## config.mk

```make
export PLATFORM = sky130hd
export DESIGN_NAME = cpu_bus_unit
export DESIGN_NICKNAME = d
export VERILOG_FILES = /design/src/rtl/cpu_bus_pkg.sv /design/src/rtl/cpu_bus_rr_arb.sv /design/src/rtl/cpu_bus_unit.sv
export SDC_FILE = /design/constraint.sdc
export NUM_CORES = 1
export LEC_CHECK = 0
export ABC_AREA = 0
export CAP_MARGIN = 40
export CORE_MARGIN = 2
export CORE_UTILIZATION = 38
export DETAILED_ROUTE_END_ITERATION = 10
export GPL_ROUTABILITY_DRIVEN = 0
export PLACE_DENSITY = 0.77
export SLEW_MARGIN = 20
export SYNTH_ARGS = -nofsm -noshare
export SYNTH_HDL_FRONTEND = slang
export SYNTH_SLANG_ARGS = --single-unit
```

## constraint.sdc

```tcl
create_clock -name clk -period 1.4 [get_ports clk]
set_input_delay 0.14 -clock clk [delete_from_list [all_inputs] [get_ports clk]]
set_output_delay 0.14 -clock clk [all_outputs]
set_load 0.02 [all_outputs]
```

## src/rtl/cpu_bus_pkg.sv

```systemverilog
// Shared types for the CPU memory-bus unit: FSM states, grants, fill values.
// Optional watchdog is enabled with BUS_TIMEOUT_EN.
package cpu_bus_pkg;

  typedef enum logic [1:0] {
    IDLE,
    ACC,
    RESP
  } state_t;

  typedef enum logic {
    GNT_IF,
    GNT_LS
  } grant_t;

  localparam logic RDATA_RST_BIT  = 1'b0;
  localparam logic ABORT_FILL_BIT = 1'b1;

endpackage

```

## src/rtl/cpu_bus_rr_arb.sv

```systemverilog
// Two-way round-robin arbiter between fetch and load/store requests.
// A tie goes to the port that was not granted last.
module cpu_bus_rr_arb
  import cpu_bus_pkg::*;
(
  input  logic   req_if,
  input  logic   req_ls,
  input  grant_t last_grant,
  output grant_t grant,
  output logic   valid
);

  assign valid = req_if | req_ls;

  always_comb begin
    grant = GNT_IF;
    unique case (1'b1)
      req_if && req_ls:
        grant = (last_grant == GNT_IF) ? GNT_LS : GNT_IF;
      req_ls && !req_if:
        grant = GNT_LS;
      default:
        grant = GNT_IF;
    endcase
  end

endmodule

```

## src/rtl/cpu_bus_unit.sv

```systemverilog
// Shared fetch + load/store memory bus with round-robin arbitration.
// Define BUS_TIMEOUT_EN to build the ack watchdog and err output.
module cpu_bus_unit
  import cpu_bus_pkg::*;
#(
  parameter int unsigned DATA_W  = 16,
  parameter int unsigned ADDR_W  = 16,
  parameter int unsigned TIMEOUT = 255
) (
  input  logic              clk,
  input  logic              rst,
  input  logic              if_req,
  input  logic [ADDR_W-1:0] if_addr,
  output logic [DATA_W-1:0] if_rdata,
  output logic              if_done,
  input  logic              ls_req,
  input  logic              ls_we,
  input  logic [ADDR_W-1:0] ls_addr,
  input  logic [DATA_W-1:0] ls_wdata,
  output logic [DATA_W-1:0] ls_rdata,
  output logic              ls_done,
  output logic [ADDR_W-1:0] mem_addr,
  output logic [DATA_W-1:0] mem_wdata,
  output logic              mem_rd_ctrl,
  output logic              mem_wr_ctrl,
  input  logic [DATA_W-1:0] mem_rdata,
  input  logic              mem_ack,
  output logic              err,
  output logic              busy
);

  state_t            state, state_nx;
  grant_t            gnt, last_grant, arb_gnt;
  logic              arb_valid;
  logic              we;
  logic              abort;
  logic              ls_store;
  logic [DATA_W-1:0] fill;

  cpu_bus_rr_arb u_arb (
    .req_if     (if_req),
    .req_ls     (ls_req),
    .last_grant (last_grant),
    .grant      (arb_gnt),
    .valid      (arb_valid)
  );

  assign ls_store = (arb_gnt == GNT_LS) && ls_we;
  assign fill = mem_ack ? mem_rdata
                        : {DATA_W{ABORT_FILL_BIT}};

  always_comb begin
    state_nx = state;
    unique case (state)
      IDLE:    if (arb_valid) state_nx = ACC;
      ACC:     if (mem_ack || abort) state_nx = RESP;
      RESP:    state_nx = IDLE;
      default: state_nx = IDLE;
    endcase
  end

  always_ff @(posedge clk) begin
    if (rst) begin
      state       <= IDLE;
      gnt         <= GNT_IF;
      last_grant  <= GNT_IF;
      we          <= 1'b0;
      mem_addr    <= '0;
      mem_wdata   <= '0;
      mem_rd_ctrl <= 1'b0;
      mem_wr_ctrl <= 1'b0;
      if_done     <= 1'b0;
      ls_done     <= 1'b0;
      busy        <= 1'b0;
      if_rdata    <= {DATA_W{RDATA_RST_BIT}};
      ls_rdata    <= {DATA_W{RDATA_RST_BIT}};
    end else begin
      state   <= state_nx;
      busy    <= (state_nx != IDLE);
      if_done <= 1'b0;
      ls_done <= 1'b0;
      unique case (state)
        IDLE: begin
          if (arb_valid) begin
            gnt         <= arb_gnt;
            last_grant  <= arb_gnt;
            we          <= ls_store;
            mem_rd_ctrl <= !ls_store;
            mem_wr_ctrl <= ls_store;
            mem_addr    <= (arb_gnt == GNT_LS) ? ls_addr
                                               : if_addr;
            if (ls_store) mem_wdata <= ls_wdata;
          end
        end
        ACC: begin
          if (mem_ack || abort) begin
            mem_rd_ctrl <= 1'b0;
            mem_wr_ctrl <= 1'b0;
            if (gnt == GNT_LS) ls_done <= 1'b1;
            else               if_done <= 1'b1;
            // stores leave the read-data registers untouched
            if (!we) begin
              if (gnt == GNT_LS) ls_rdata <= fill;
              else               if_rdata <= fill;
            end
          end
        end
        default: ;
      endcase
    end
  end

`ifdef BUS_TIMEOUT_EN
  logic [15:0] wd_cnt;

  // a same-cycle ack wins over the watchdog
  assign abort = (state == ACC) && !mem_ack &&
                 (wd_cnt == 16'(TIMEOUT));

  always_ff @(posedge clk) begin
    if (rst) begin
      wd_cnt <= '0;
      err    <= 1'b0;
    end else begin
      err <= abort;
      if (state != ACC) wd_cnt <= '0;
      else              wd_cnt <= wd_cnt + 16'd1;
    end
  end
`else
  assign abort = 1'b0;
  assign err   = 1'b0;
`endif

endmodule

```

Yosys cells after proc, flatten, opt, wreduce, memory -nomap -nowiden --
Index checks and enable logic that the tools add are counted. Widths: inputs -> output; s select.
Word-level totals: register bits 73, output and inout bits 70
Operators by class: equal/unequal tests 3, multiplexer cells 12, bitwise gates (word level) 5, reduce and logical (&&, ||, !) cells 14
Operators with widths (count):
- $mux 16 | 1
- $reduce_and 4->1 | 2
- $pmux 1 s2 | 3
- $reduce_and 3->1 | 2
- $mux 1 | 5
- $mux 2 | 2
- $ne 2x2->1 const B | 2
- $not 1->1 | 4
- $pmux 2 s2 | 1
- $reduce_bool 2->1 | 2
- $logic_and 1x1->1 | 3
- $reduce_or 3->1 | 1
- $eq 2x1->1 const B | 1
- $logic_not 1->1 | 2
- $logic_not 2->1 | 1
- $reduce_and 2->1 | 1
- $or 1x1->1 | 1

Logic depth before layout (Yosys ltp) --
depth after elaboration 7, depth in mapped cells 6

Hierarchy --
A second synthesis with hierarchy kept.
Unflattened totals: cell total of the unflattened synthesis 300, area, all modules 3076.7 sq um
By module, submodules not included:
- cpu_bus_unit | instances 1, cells each 298, area an instance 3062.9 sq um, seq. area each 1461.4 sq um
- cpu_bus_rr_arb | instances 1, cells each 2, area an instance 13.8 sq um, seq. area each 0.0 sq um

Worst setup path before layout --
OpenSTA, ideal clock, no wires.
kind register to register, start point register last_grant, end point register mem_wdata[10], arrival time 1404 ps, required time 1328 ps, slack -75 ps, cell stages (with the launch flop) 7, clock period less this slack 1475 ps, path through dfxtp_1 > buf_2 > a21boi_2 > and3_1 > buf_4 > buf_4 > mux2i_1
On the way: cells in the longest elaborated chain, start to end 4
RTL lines:
- from (decl) | RTL line cpu_bus_unit.sv:33 | grant_t gnt, last_grant, arb_gnt;
- from (signal assigned) | RTL line cpu_bus_unit.sv:86 | last_grant <= arb_gnt;
- $mux 1
- $pmux 1 s2 | RTL line cpu_bus_rr_arb.sv:17 | unique case (1'b1)
- $logic_and 1x1->1 | RTL line cpu_bus_unit.sv:48 | assign ls_store = (arb_gnt == GNT_LS) && ls_we;
- $reduce_and 3->1 (no line)
- to (signal assigned) | RTL line cpu_bus_unit.sv:92 | if (ls_store) mem_wdata <= ls_wdata;
- to (decl) | RTL line cpu_bus_unit.sv:23 | output logic [DATA_W-1:0] mem_wdata,
No other way between the ends. A chain may end at the register's enable or synchronous reset.

Final worst setup path --
start point register state[1], end point register ls_rdata[3]
On the way: cells in the longest elaborated chain, start to end 2
RTL lines:
- from (decl) | RTL line cpu_bus_unit.sv:32 | state_t state, state_nx;
- from (signal assigned) | RTL line cpu_bus_unit.sv:78 | state <= state_nx;
- $eq 2x1->1 | RTL line cpu_bus_unit.sv:82 | unique case (state)
- $reduce_and 4->1 (no line)
- to (signal assigned) | RTL line cpu_bus_unit.sv:76 | ls_rdata <= {DATA_W{RDATA_RST_BIT}};
- to (signal assigned) | RTL line cpu_bus_unit.sv:103 | if (gnt == GNT_LS) ls_rdata <= fill;
- to (decl) | RTL line cpu_bus_unit.sv:20 | output logic [DATA_W-1:0] ls_rdata,
No other way between the ends.

==> results.yml <==
clock_tree:
  clock_tree.htree_level_count: 3
  post_cts_resized: 69
  cts_hold_buf: 0
  cts_made_buffers: 9
  worst_setup_hold_path_clk_slew_ns: 0.07
  post-cts-setup-buffer-count: 0
  clk_root_buffer_cell: "clkbuf_8"
  clock_insertion_delay_worst_skew_ns: 0.34
  clockBufferDepth: 2
  numClockSinks: 73
  cts_tree: "built"
sta:
  achievable-frequency_ghz: 0.748
  finalClockSkew_ns: 0.00962
  post-route-period-util: 0.954
  hold-worst-slack_ns: 0.343
  final-hold-violation-count: 0
  finalWorstPathRequiredPeriod_ns: 1.34
  slew_viol_final: 0
  finish_stage_setup_viols: 0
  rsz0062_at_grt: "false"
  fin_setup_tns_ns: 0
floorplan:
  placeableCoreArea_mm2: 0.00781
  design.portCount: 140
  die_width_um: 94.5
  floorplan.rows: 32
  die_h_um: 94.5
  initial_core_util: 0.398
  dieArea_mm2: 0.00892
global_routing:
  initial_antenna_violation_count: 0
  pin_count_of_the_biggest_net_entering_global_routing: 105
  via_count_of_the_first_global_routing_pass: 2826
  wire_length_of_the_first_global_routing_pass_mm: 12.9
  overall_track_demand_over_capacity_in_global_routing: 0.184
  grt-ovfl-total: 0
yosys:
  yosysTopAreaCellShare: 0.470
  synth_flop_cell: "dfxtp_1"
  synth_top_area_cell: "dfxtp_1"
  synth.cells.most_frequent: "80 x nand2b_1, 73 x dfxtp_1, 48 x mux2i_1"
  fraction_of_registers_with_async_set_or_reset_after_synthesis: 0
  ys_seq_area_frac: 0.470
  post_synth_instance_area_mm2: 0.00311
  post_synth_edffs: 0
  syn_avg_cell_area_um2: 9.69
  ys_seq_elements: 73
  syn_nets: 391
  yosys_warnings: 0
  postSynthCellCount: 321
  synthMostInstantiatedCell: "nand2b_1"
  synthDistinctLibCells: 27
  yosys-top-cells-area: "dfxtp_1 47%, nand2b_1 16%, mux2i_1 15%"
critical_path:
  required_time_of_the_critical_path_ns: 1.62
  worst_ep_arrival_time_ns: 1.56
  critical_path_peak_fanout: 12
  cp_launch_type: "register"
  worst-setup-path-type: "reg -> reg"
  cp-end-kind: "register"
drt:
  via_per_inst: 4.78
  route.detailed.drc: 0
  drt.antenna.violating_nets: 0
  drt_iter0_markers: 78
  drt_pre_antenna_iters: 4
  drt-total-wl_mm: 8.12
  routed_wire_length_per_instance_um: 14.3
  routed-via-count: 2717
worst_hold_path:
  type_of_the_worst_min_delay_path: "in -> reg"
pwr:
  power.ir.vdd_worst_mv: 0.592
  net_load_switching_power_mw: 1.32
  power_switching_share: 0.260
  pwr-share-clk: 0.357
  sequentialPowerShare: 0.447
  internal-power_mw: 3.76
  cellLeakagePower_nw: 2.21
  power.density_cell_area_mw_per_mm2: 1050
  power.share.combinational: 0.196
finish:
  area_growth_syn_to_layout_pct: 55.6
  layout.core_utilization: 0.620
  drive_gt1_frac: 0.0901
  post_layout_nonfiller_instances: 568
  nNetsFinal: 531
  diode_count: 0
placed_design:
  placement.io_buffers: 138
  dp.final_hpwl_mm: 5.77
  place.detailed.instances: 552
status:
  outcome: "finished clean"
job:
  timing.max_cap.violations: 0
-- cells in the final DEF, fill, tap and decap left out, types with 2 or more instances in the layout --
| cell type | instances |
|---|---|
| dfxtp_1 | 72 |
| clkdlybuf4s50_1 | 68 |
| bufinv_16 | 2 |
| a311oi_1 | 17 |
| a211oi_1 | 2 |
| mux2i_1 | 48 |
| buf_4 | 12 |
| nand2b_1 | 80 |
| dlygate4sd2_1 | 69 |
| nand2_1 | 34 |
| nor3_2 | 2 |
| a21oi_1 | 20 |
| clkbuf_8 | 10 |
| clkinv_2 | 2 |
| nor2_1 | 3 |
| buf_12 | 5 |
-- power by group through the flow --
stage	sequential (mW)	combinational [mW]	clock [mW]
finish	2.27	0.997	1.82
global route	2.29	1.07	1.95
CTS	2.27	1.00	1.87
detailed placement	2.33	1.08	0
global placement	2.32	1.05	0
floorplan	2.45	0.381	0
-- layer usage --
metal	up-vias	track usage	wire length (µm)
li1	1367	-	-
met3	15	0.0423	528
met2	95	0.318	3930
met5	-	0	0
met1	1240	0.215	3470
met4	0	0.0918	201
-- flip-flops by register name, summed over array words and instances, names as in the netlist --
register	count
mem_rd_ctrl	1
mem_addr	16
last_grant	1
ls_rdata	16
mem_wdata	16
busy	1
state	2
if_rdata	16
we	1
mem_wr_ctrl	1
ls_done	1
if_done	1
-- cells by family (layout without fill, tap and decap cells) --
logic type             count (synthesis)  in the layout  synth area share
and+or+nand+nor                      129            129             0.235
AOI/OAI and AO/OA                     43             43            0.0970
other                                  1              1           0.00121
DFF                                   73             73             0.470
muxes                                 48             48             0.155
buffers and inverters                 27            172            0.0418
-- worst paths after layout --
path / from / endpoint / slack (ns) / cells past startpoint
setup reg to reg: state[1] / ls_rdata[3] / 0.06 / 4
hold / removal: rst / state[1] / 0.34 / 3
hold reg to reg: mem_wdata[3] / mem_wdata[3] / 0.47 / 2
setup / recovery: state[1] / ls_rdata[3] / 0.06 / 4
-- through the flow --
step           power, mW  instance area (µm²)  setup WS, ns
6_report            5.09                 4840        0.0639
5_1_grt             5.31                 4840        0.0106
4_1_cts             5.14                 4830        0.0194
3_5_place_dp        3.40                 4700        -0.234
3_3_place_gp        3.37                 4690        -0.387
2_1_floorplan       2.83                 3120       0.00128
-- worst max-delay path, stage by stage (launching register included) --
cell and delay [ns]:
dfxtp_1 0.36, nand3b_4 0.17, or3b_4 0.41, buf_12 0.16, mux2i_1 0.12
-- layout make-up --
cell class / count / area [µm²]
tap: 102 / 128
clock inverter: 5 / 78.8
timing repair buffer: 155 / 1480
multi-input combinational: 221 / 1540
sequential: 73 / 1460
inverter: 1 / 3.75
clock buffer: 11 / 141
fill: 694 / 2970
Note: power is estimated with default switching activity, not from simulation.
